$ cat config.mk
export PLATFORM = sky130hd
export DESIGN_NAME = gb_cpu_interrupt_ctrl
export DESIGN_NICKNAME = d
export VERILOG_FILES = /design/src/rtl/gb_cpu_common_pkg.sv /design/src/rtl/gb_cpu_irq_priority.sv /design/src/rtl/gb_cpu_interrupt_ctrl.sv
export SDC_FILE = /design/constraint.sdc
export NUM_CORES = 1
export LEC_CHECK = 0
export ABC_AREA = 1
export ABC_CLOCK_PERIOD_IN_PS = 1400
export BUFFER_PORTS_ARGS = -buffer_cell sky130_fd_sc_hd__buf_2
export CAP_MARGIN = 20
export CELL_PAD_IN_SITES_DETAIL_PLACEMENT = 1
export CELL_PAD_IN_SITES_GLOBAL_PLACEMENT = 1
export CORE_ASPECT_RATIO = 0.7
export CORE_UTILIZATION = 30
export CTS_BUF_LIST = sky130_fd_sc_hd__clkbuf_4 sky130_fd_sc_hd__clkbuf_8
export DETAILED_ROUTE_END_ITERATION = 7
export PLACE_DENSITY_LB_ADDON = 0.15
export SETUP_SLACK_MARGIN = 0.4
export SLEW_MARGIN = 20
export SYNTH_ARGS = -nofsm -noshare
export SYNTH_HDL_FRONTEND = slang
export SYNTH_SLANG_ARGS = --single-unit
export TNS_END_PERCENT = 100
$ cat constraint.sdc
create_clock -name clk -period 1.4 [get_ports clk]
set_input_delay 0.28 -clock clk [delete_from_list [all_inputs] [get_ports clk]]
set_output_delay 0.28 -clock clk [all_outputs]
set_load 0.005 [all_outputs]
$ cat src/rtl/gb_cpu_common_pkg.sv
// Shared definitions for the Game Boy CPU interrupt controller: scheduler states,
// ISR vector constants and dispatch timing.
package gb_cpu_common_pkg;

   typedef enum logic [1:0] {
      StRun,
      StHalt,
      StDispatch
   } irq_state_e;

   localparam logic [7:0] VEC_VBLANK   = 8'h40;
   localparam logic [7:0] VEC_LCD_STAT = 8'h48;
   localparam logic [7:0] VEC_TIMER    = 8'h50;
   localparam logic [7:0] VEC_SERIAL   = 8'h58;
   localparam logic [7:0] VEC_JOYPAD   = 8'h60;

   localparam logic [2:0] IsrCycles     = 3'd5;
   localparam logic [2:0] IsrClearCycle = 3'd4;

   function automatic logic [7:0] isr_vector(input logic [2:0] idx);
      logic [7:0] vec;
      case (idx)
         3'd0:    vec = VEC_VBLANK;
         3'd1:    vec = VEC_LCD_STAT;
         3'd2:    vec = VEC_TIMER;
         3'd3:    vec = VEC_SERIAL;
         3'd4:    vec = VEC_JOYPAD;
         default: vec = 8'h00;
      endcase
      return vec;
   endfunction

endpackage

$ cat src/rtl/gb_cpu_irq_priority.sv
// Fixed-priority interrupt resolver: lowest pending bit wins.
module gb_cpu_irq_priority (
   input  logic [4:0] pending_i,
   output logic [4:0] onehot_o,
   output logic [2:0] index_o,
   output logic       valid_o
);

   always_comb begin
      onehot_o = pending_i & (~pending_i + 5'd1);
      valid_o  = |pending_i;
      index_o  = 3'd0;
      for (int i = 4; i >= 0; i--) begin
         if (pending_i[i]) index_o = 3'(i);
      end
   end

endmodule

$ cat src/rtl/gb_cpu_interrupt_ctrl.sv
// Game Boy CPU interrupt controller: IME/EI delay, HALT handling and the 5-cycle ISR dispatch.
// Define GB_CPU_ISR_CANCEL_EN to re-resolve the serviced interrupt in dispatch cycle 4.
module gb_cpu_interrupt_ctrl
   import gb_cpu_common_pkg::*;
(
   input  logic       clk,
   input  logic       reset,
   input  logic       boundary_i,
   input  logic       ei_i,
   input  logic       di_i,
   input  logic       reti_i,
   input  logic       halt_i,
   input  logic [4:0] ie_i,
   input  logic [4:0] if_i,
   output logic       ime_o,
   output logic       dispatch_o,
   output logic [2:0] dispatch_cycle_o,
   output logic [7:0] isr_vector_o,
   output logic [4:0] if_clear_o,
   output logic       halted_o,
   output logic       halt_bug_o
);

   irq_state_e state_q, state_d;
   logic [2:0] cnt_q, cnt_d;
   logic       ime_q, ime_d;
   logic       ime_delay_q, ime_delay_d;
   logic       halt_bug_q, halt_bug_d;
   logic [2:0] vec_idx_q, vec_idx_d;
   logic [4:0] vec_oh_q, vec_oh_d;
   logic       vec_valid_q, vec_valid_d;

   logic [4:0] pending;
   logic [4:0] irq_oh;
   logic [2:0] irq_idx;
   logic       irq_valid;

   logic       dispatching;
   logic       clear_cycle;
   logic       sel_valid;
   logic [2:0] sel_idx;
   logic [4:0] sel_oh;

   assign pending = ie_i & if_i;

   gb_cpu_irq_priority u_priority (
      .pending_i (pending),
      .onehot_o  (irq_oh),
      .index_o   (irq_idx),
      .valid_o   (irq_valid)
   );

   assign dispatching = (state_q == StDispatch);
   assign clear_cycle = dispatching && (cnt_q == IsrClearCycle);

`ifdef GB_CPU_ISR_CANCEL_EN
   // Cycle 4 follows the live request so a cleared IE/IF cancels the service.
   assign sel_valid = clear_cycle ? irq_valid : vec_valid_q;
   assign sel_idx   = clear_cycle ? irq_idx   : vec_idx_q;
   assign sel_oh    = clear_cycle ? irq_oh    : vec_oh_q;
`else
   assign sel_valid = vec_valid_q;
   assign sel_idx   = vec_idx_q;
   assign sel_oh    = vec_oh_q;
`endif

   always_comb begin
      state_d     = state_q;
      cnt_d       = cnt_q;
      ime_d       = ime_q;
      ime_delay_d = ime_delay_q;
      halt_bug_d  = 1'b0;
      vec_idx_d   = vec_idx_q;
      vec_oh_d    = vec_oh_q;
      vec_valid_d = vec_valid_q;

      unique case (state_q)
         StRun: begin
            if (boundary_i) begin
               // The boundary that completes a delayed EI never dispatches.
               if (ime_delay_q) begin
                  ime_d       = 1'b1;
                  ime_delay_d = 1'b0;
               end
               if (ime_q && irq_valid && !ime_delay_q) begin
                  state_d     = StDispatch;
                  cnt_d       = 3'd1;
                  ime_d       = 1'b0;
                  vec_idx_d   = irq_idx;
                  vec_oh_d    = irq_oh;
                  vec_valid_d = 1'b1;
               end else if (halt_i) begin
                  if (ime_q || !irq_valid) state_d = StHalt;
                  else                     halt_bug_d = 1'b1;
               end
               if (ei_i) ime_delay_d = 1'b1;
            end
         end
         StHalt: begin
            if (irq_valid) begin
               if (ime_q) begin
                  state_d     = StDispatch;
                  cnt_d       = 3'd1;
                  ime_d       = 1'b0;
                  vec_idx_d   = irq_idx;
                  vec_oh_d    = irq_oh;
                  vec_valid_d = 1'b1;
               end else begin
                  state_d = StRun;
               end
            end
         end
         StDispatch: begin
            if (cnt_q == IsrClearCycle) begin
               vec_idx_d   = sel_idx;
               vec_oh_d    = sel_oh;
               vec_valid_d = sel_valid;
            end
            if (cnt_q == IsrCycles) begin
               state_d = StRun;
               cnt_d   = 3'd0;
            end else begin
               cnt_d = cnt_q + 3'd1;
            end
         end
         default: state_d = StRun;
      endcase

      if (reti_i) ime_d = 1'b1;
      if (di_i) begin
         ime_d       = 1'b0;
         ime_delay_d = 1'b0;
      end
   end

   always_ff @(posedge clk) begin
      if (reset) begin
         state_q     <= StRun;
         cnt_q       <= 3'd0;
         ime_q       <= 1'b0;
         ime_delay_q <= 1'b0;
         halt_bug_q  <= 1'b0;
         vec_idx_q   <= 3'd0;
         vec_oh_q    <= 5'd0;
         vec_valid_q <= 1'b0;
      end else begin
         state_q     <= state_d;
         cnt_q       <= cnt_d;
         ime_q       <= ime_d;
         ime_delay_q <= ime_delay_d;
         halt_bug_q  <= halt_bug_d;
         vec_idx_q   <= vec_idx_d;
         vec_oh_q    <= vec_oh_d;
         vec_valid_q <= vec_valid_d;
      end
   end

   always_comb begin
      ime_o            = ime_q;
      dispatch_o       = dispatching;
      dispatch_cycle_o = dispatching ? cnt_q : 3'd0;
      isr_vector_o     = (dispatching && sel_valid) ? isr_vector(sel_idx) : 8'h00;
      if_clear_o       = (clear_cycle && sel_valid) ? sel_oh : 5'd0;
      halted_o         = (state_q == StHalt);
      halt_bug_o       = halt_bug_q;
   end

endmodule
==> summary.txt <==
Run status
  – Outcome: complete, but fails checks
  – Failing checks: setup timing

STA
  – Max Slew Vio Count: 0
  – Final period util: 112.2%
  – Count of final setup violators: 25
  – Final worst slack: -0.1715 ns
  – Clk_skew: 0.007733 ns
  – Min cycle time layout: 1.571 ns
  – Final hold vios: 0
  – Highest Clock Rate: around 640 MHz
  – Unrepaired setup endpoints after global routing: true

Power
  – Worst vdd rail ir drop: 0.6682 mV
  – LEAKAGE: about 0.00083 µW
  – Pwr per Cell Area: roughly 1900 nW/µm²

Global routing
  – Grt total ovfl: 0
  – Met3 Resource Use GR: 5.000%
  – Grt peak-use layer: met2
  – Largest net degree at the start of global routing: 13
  – Initial antenna violation count: 1
  – First-pass GRT wire length: between 5000 and 6000 µm
  – Vias in the first global route: around 1.3k
  – Met2 GRT Util: 38.84%
  – Met1 usage: 25.03%
  – Total track usage: 20.88%

Place
  – Routability cong.: 0.8111
  – HPWL Detailed: around 2600 µm
  – Placed cells: 244
  – Pre-CTS setup slack: -0.07203 ns
  – # port buffers: 32

Layout
  – Util after Layout: 54.54%
  – Layout area overhead: 66.13%
  – Nets: between 200 and 250
  – Filler instances: between 400 and 500
  – Layout cells sized above 1: 56.54%
  – Layout Cells excl Fill: 262

Setup path
  – Depth of the most critical reg-to-reg path: 9
  – WP data required: 1.53 ns
  – R2R Setup Slk: -0.17 ns
  – Critical path arrival: ~1.7 ns
  – Crit start category: flip-flop
  – Crit path cell chain: buf_4, buf_6, ha_4, inv_4, o21ai_4, buf_12, nand3_4, o21ai_2, nor2_1
  – CP Class: reg2reg
  – FF-to-FF End: sel_idx[1]$_SDFFE_PP0P_
  – Largest fanout on the critical path: 7
  – Max stage delay on crit path: 0.36 ns
  – Critical R2R Launch: state_q[0]$_SDFFE_PP0P_
  – Critical path's slowest cell: dfxtp_2
  – CP Capture Type: flip-flop

CTS
  – TritonCTS Sinks: 17
  – Root buf cell: clkbuf_8
  – Clock buffer depth: 2
  – CTS tree: yes
  – Skew-Pair Late Insertion Delay: about 0.26 ns
  – Clock transition at path regs: 0.07 ns
  – CTS buffer count: 3
  – H-tree Lvls: 1

Die
  – Die area: 3856 µm²
  – Initial Util: 32.83%
  – Row Count: 17
  – Die H: 52.25 µm
  – I/O Pins: 37
  – Die W: 73.79 µm
  – Core footprint: 3297 µm²

Worst hold path
  – Hold endpoint: ime_delay_q$_SDFFE_PP0P_
  – Min-delay src: di_i
  – HP Class: in2reg
  – Hold Crit Depth: 4

Routing
  – Via Count: 1254
  – Wire length per cell: 15.66 µm
  – First-pass DRT Iterations: 4
  – Final WL: 4103 µm
  – DRT iter0 DRCs: 11
  – DRC: 0
  – Via/cell ratio: 4.786
  – Post-route ant nets: 0

Yosys
  – Synth Instances: 161
  – Syn Area/Cell: 6.722 µm²
  – Synth warn: 0
  – Yosys cell types: 25
  – Seq/Total Area, Yosys: a little under a third
  – Mapped Area: 1082 µm²
  – Synth Register Bits: 17

Flow run
  – Total of max-cap violations: 0
flip-flops by register name (all words and copies together), names as in the netlist:
| register | count |
|---|---|
| state_q | 2 |
| ime_delay_q | 1 |
| sel_oh | 5 |
| sel_idx | 3 |
| sel_valid | 1 |
| cnt_q | 3 |
| ime_o | 1 |
| halt_bug_o | 1 |
cells in the mapped netlist:
| library cell | instances | area share (%) |
|---|---|---|
| nand2_1 | 31 | 11 |
| inv_1 | 27 | 9.4 |
| nor2_1 | 24 | 8.3 |
| dfxtp_1 | 17 | 31 |
| a21oi_1 | 12 | 5.5 |
| nand3_1 | 6 | 2.8 |
| nand4_1 | 6 | 3.5 |
| nand2_2 | 5 | 2.9 |
| buf_4 | 4 | 2.8 |
| nand2_4 | 4 | 4.2 |
| nor3_1 | 4 | 1.8 |
| ha_1 | 3 | 3.5 |
| o21ai_0 | 3 | 1.4 |
| o21ai_1 | 3 | 1.4 |
| nand3_4 | 2 | 3.2 |
| a21boi_0 | 1 | 0.69 |
| buf_6 | 1 | 1.0 |
| clkbuf_1 | 1 | 0.35 |
| conb_1 | 1 | 0.35 |
| nand3_2 | 1 | 0.92 |
| nor2_4 | 1 | 1.0 |
| nor3b_1 | 1 | 0.69 |
| o21ai_2 | 1 | 0.81 |
| o21bai_1 | 1 | 0.69 |
| o22ai_1 | 1 | 0.58 |
cell families after synthesis:
logic type,after synthesis,synth area share [%]
AO/OA/AOI/OAI,22,11.10
adder cells (fa/ha/maj),3,3.469
buffers and inverters,33,13.53
flip-flops,17,31.45
other,1,0.3465
AND/OR/NAND/NOR,85,40.12
power breakdown:
part | total, µW | switching [µW] | internal (µW)
clock | 401 | 179 | 222
combinational | 2300 | 1250 | 1050
sequential | 739 | 121 | 618
cells in the final DEF (no fill, tap or decap), types with 2 or more instances in the layout:
cell | synthesis | routed
dfxtp_4 | 0 | 2
nor2_1 | 24 | 14
dfxtp_2 | 0 | 2
nor2_4 | 1 | 5
nand2_8 | 0 | 2
nor2_2 | 0 | 6
buf_4 | 4 | 8
nand2_1 | 31 | 20
nand3_1 | 6 | 4
a21oi_2 | 0 | 4
inv_1 | 27 | 19
a21oi_1 | 12 | 8
conb_1 | 1 | 4
ha_4 | 0 | 3
nand2_4 | 4 | 4
buf_6 | 1 | 13
nand2_2 | 5 | 14
dfxtp_1 | 17 | 13
clkbuf_8 | 0 | 3
nand3_4 | 2 | 5
inv_2 | 0 | 4
o21ai_2 | 1 | 5
nor3_2 | 0 | 2
nand4_1 | 6 | 6
inv_4 | 0 | 4
buf_2 | 0 | 29
per-stage QoR:
| step | cell area (µm²) | power (µW) | hold slack (ns) | setup TNS, ns |
|---|---|---|---|---|
| detailed placement | 1390 | 2031 | 0.4601 | -0.4690 |
| CTS | 1703 | 3152 | 0.2749 | -1.475 |
| global placement | 1390 | 1951 | 0.4561 | 0 |
| floorplan | 1164 | 1683 | 0.4113 | 0 |
| finish | 1798 | 3438 | 0.2738 | -2.031 |
| global route | 1798 | 3639 | 0.3015 | -3.769 |
worst max path at each step:
stage / from / depth (start not counted) / endpoint / slack [ns]
finish: state_q[0]$_SDFFE_PP0P_ / 9 / sel_idx[1]$_SDFFE_PP0P_ / -0.17
global route: state_q[0]$_SDFFE_PP0P_ / 9 / sel_idx[1]$_SDFFE_PP0P_ / -0.22
CTS: state_q[0]$_SDFFE_PP0P_ / 6 / if_clear_o[1] / -0.12
detailed placement: ie_i[3] / 11 / sel_idx[1]$_SDFFE_PP0P_ / -0.07
global placement: ie_i[3] / 11 / sel_oh[2]$_SDFFE_PP0P_ / 0.002
floorplan: state_q[1]$_SDFFE_PP0P_ / 8 / sel_idx[1]$_SDFFE_PP0P_ / 0.07
final cells by class:
cell class | instances | area [µm²] | area share, %
timing repair buffer | 51 | 371.6 | 20.67
antenna | 1 | 2.502 | 0.1392
clock buffer | 4 | 48.80 | 2.714
inverter | 27 | 111.4 | 6.193
tap | 47 | 58.81 | 3.271
sequential | 17 | 350.3 | 19.49
multi-input combinational | 115 | 854.6 | 47.53
routing by layer:
layer  wire length, µm  vias up
li1                  -      614
met1              1752      602
met2              2124       32
met3               146        6
met4                79        0
met5                 0        -
critical path, delay by kind of cell (launching register included):
kind,cells,cell delay (ns)
buf+inv,4,0.39
compound gates,2,0.34
simple gates,2,0.20
flops,1,0.36
fa+ha+maj,1,0.16
repair_timing:
item | 4_1_cts | 5_1_grt
hold buffers | 0 | 0
buffers inserted | 10 | 2
endpoints found under the hold margin | 0 | 0
gates resized for setup | 43 | 24
pin swaps | 19 | 6
gates cloned | 1 | 0
setup endpoints to repair | 32 | 32
Note: power is estimated with default switching activity, not from simulation.
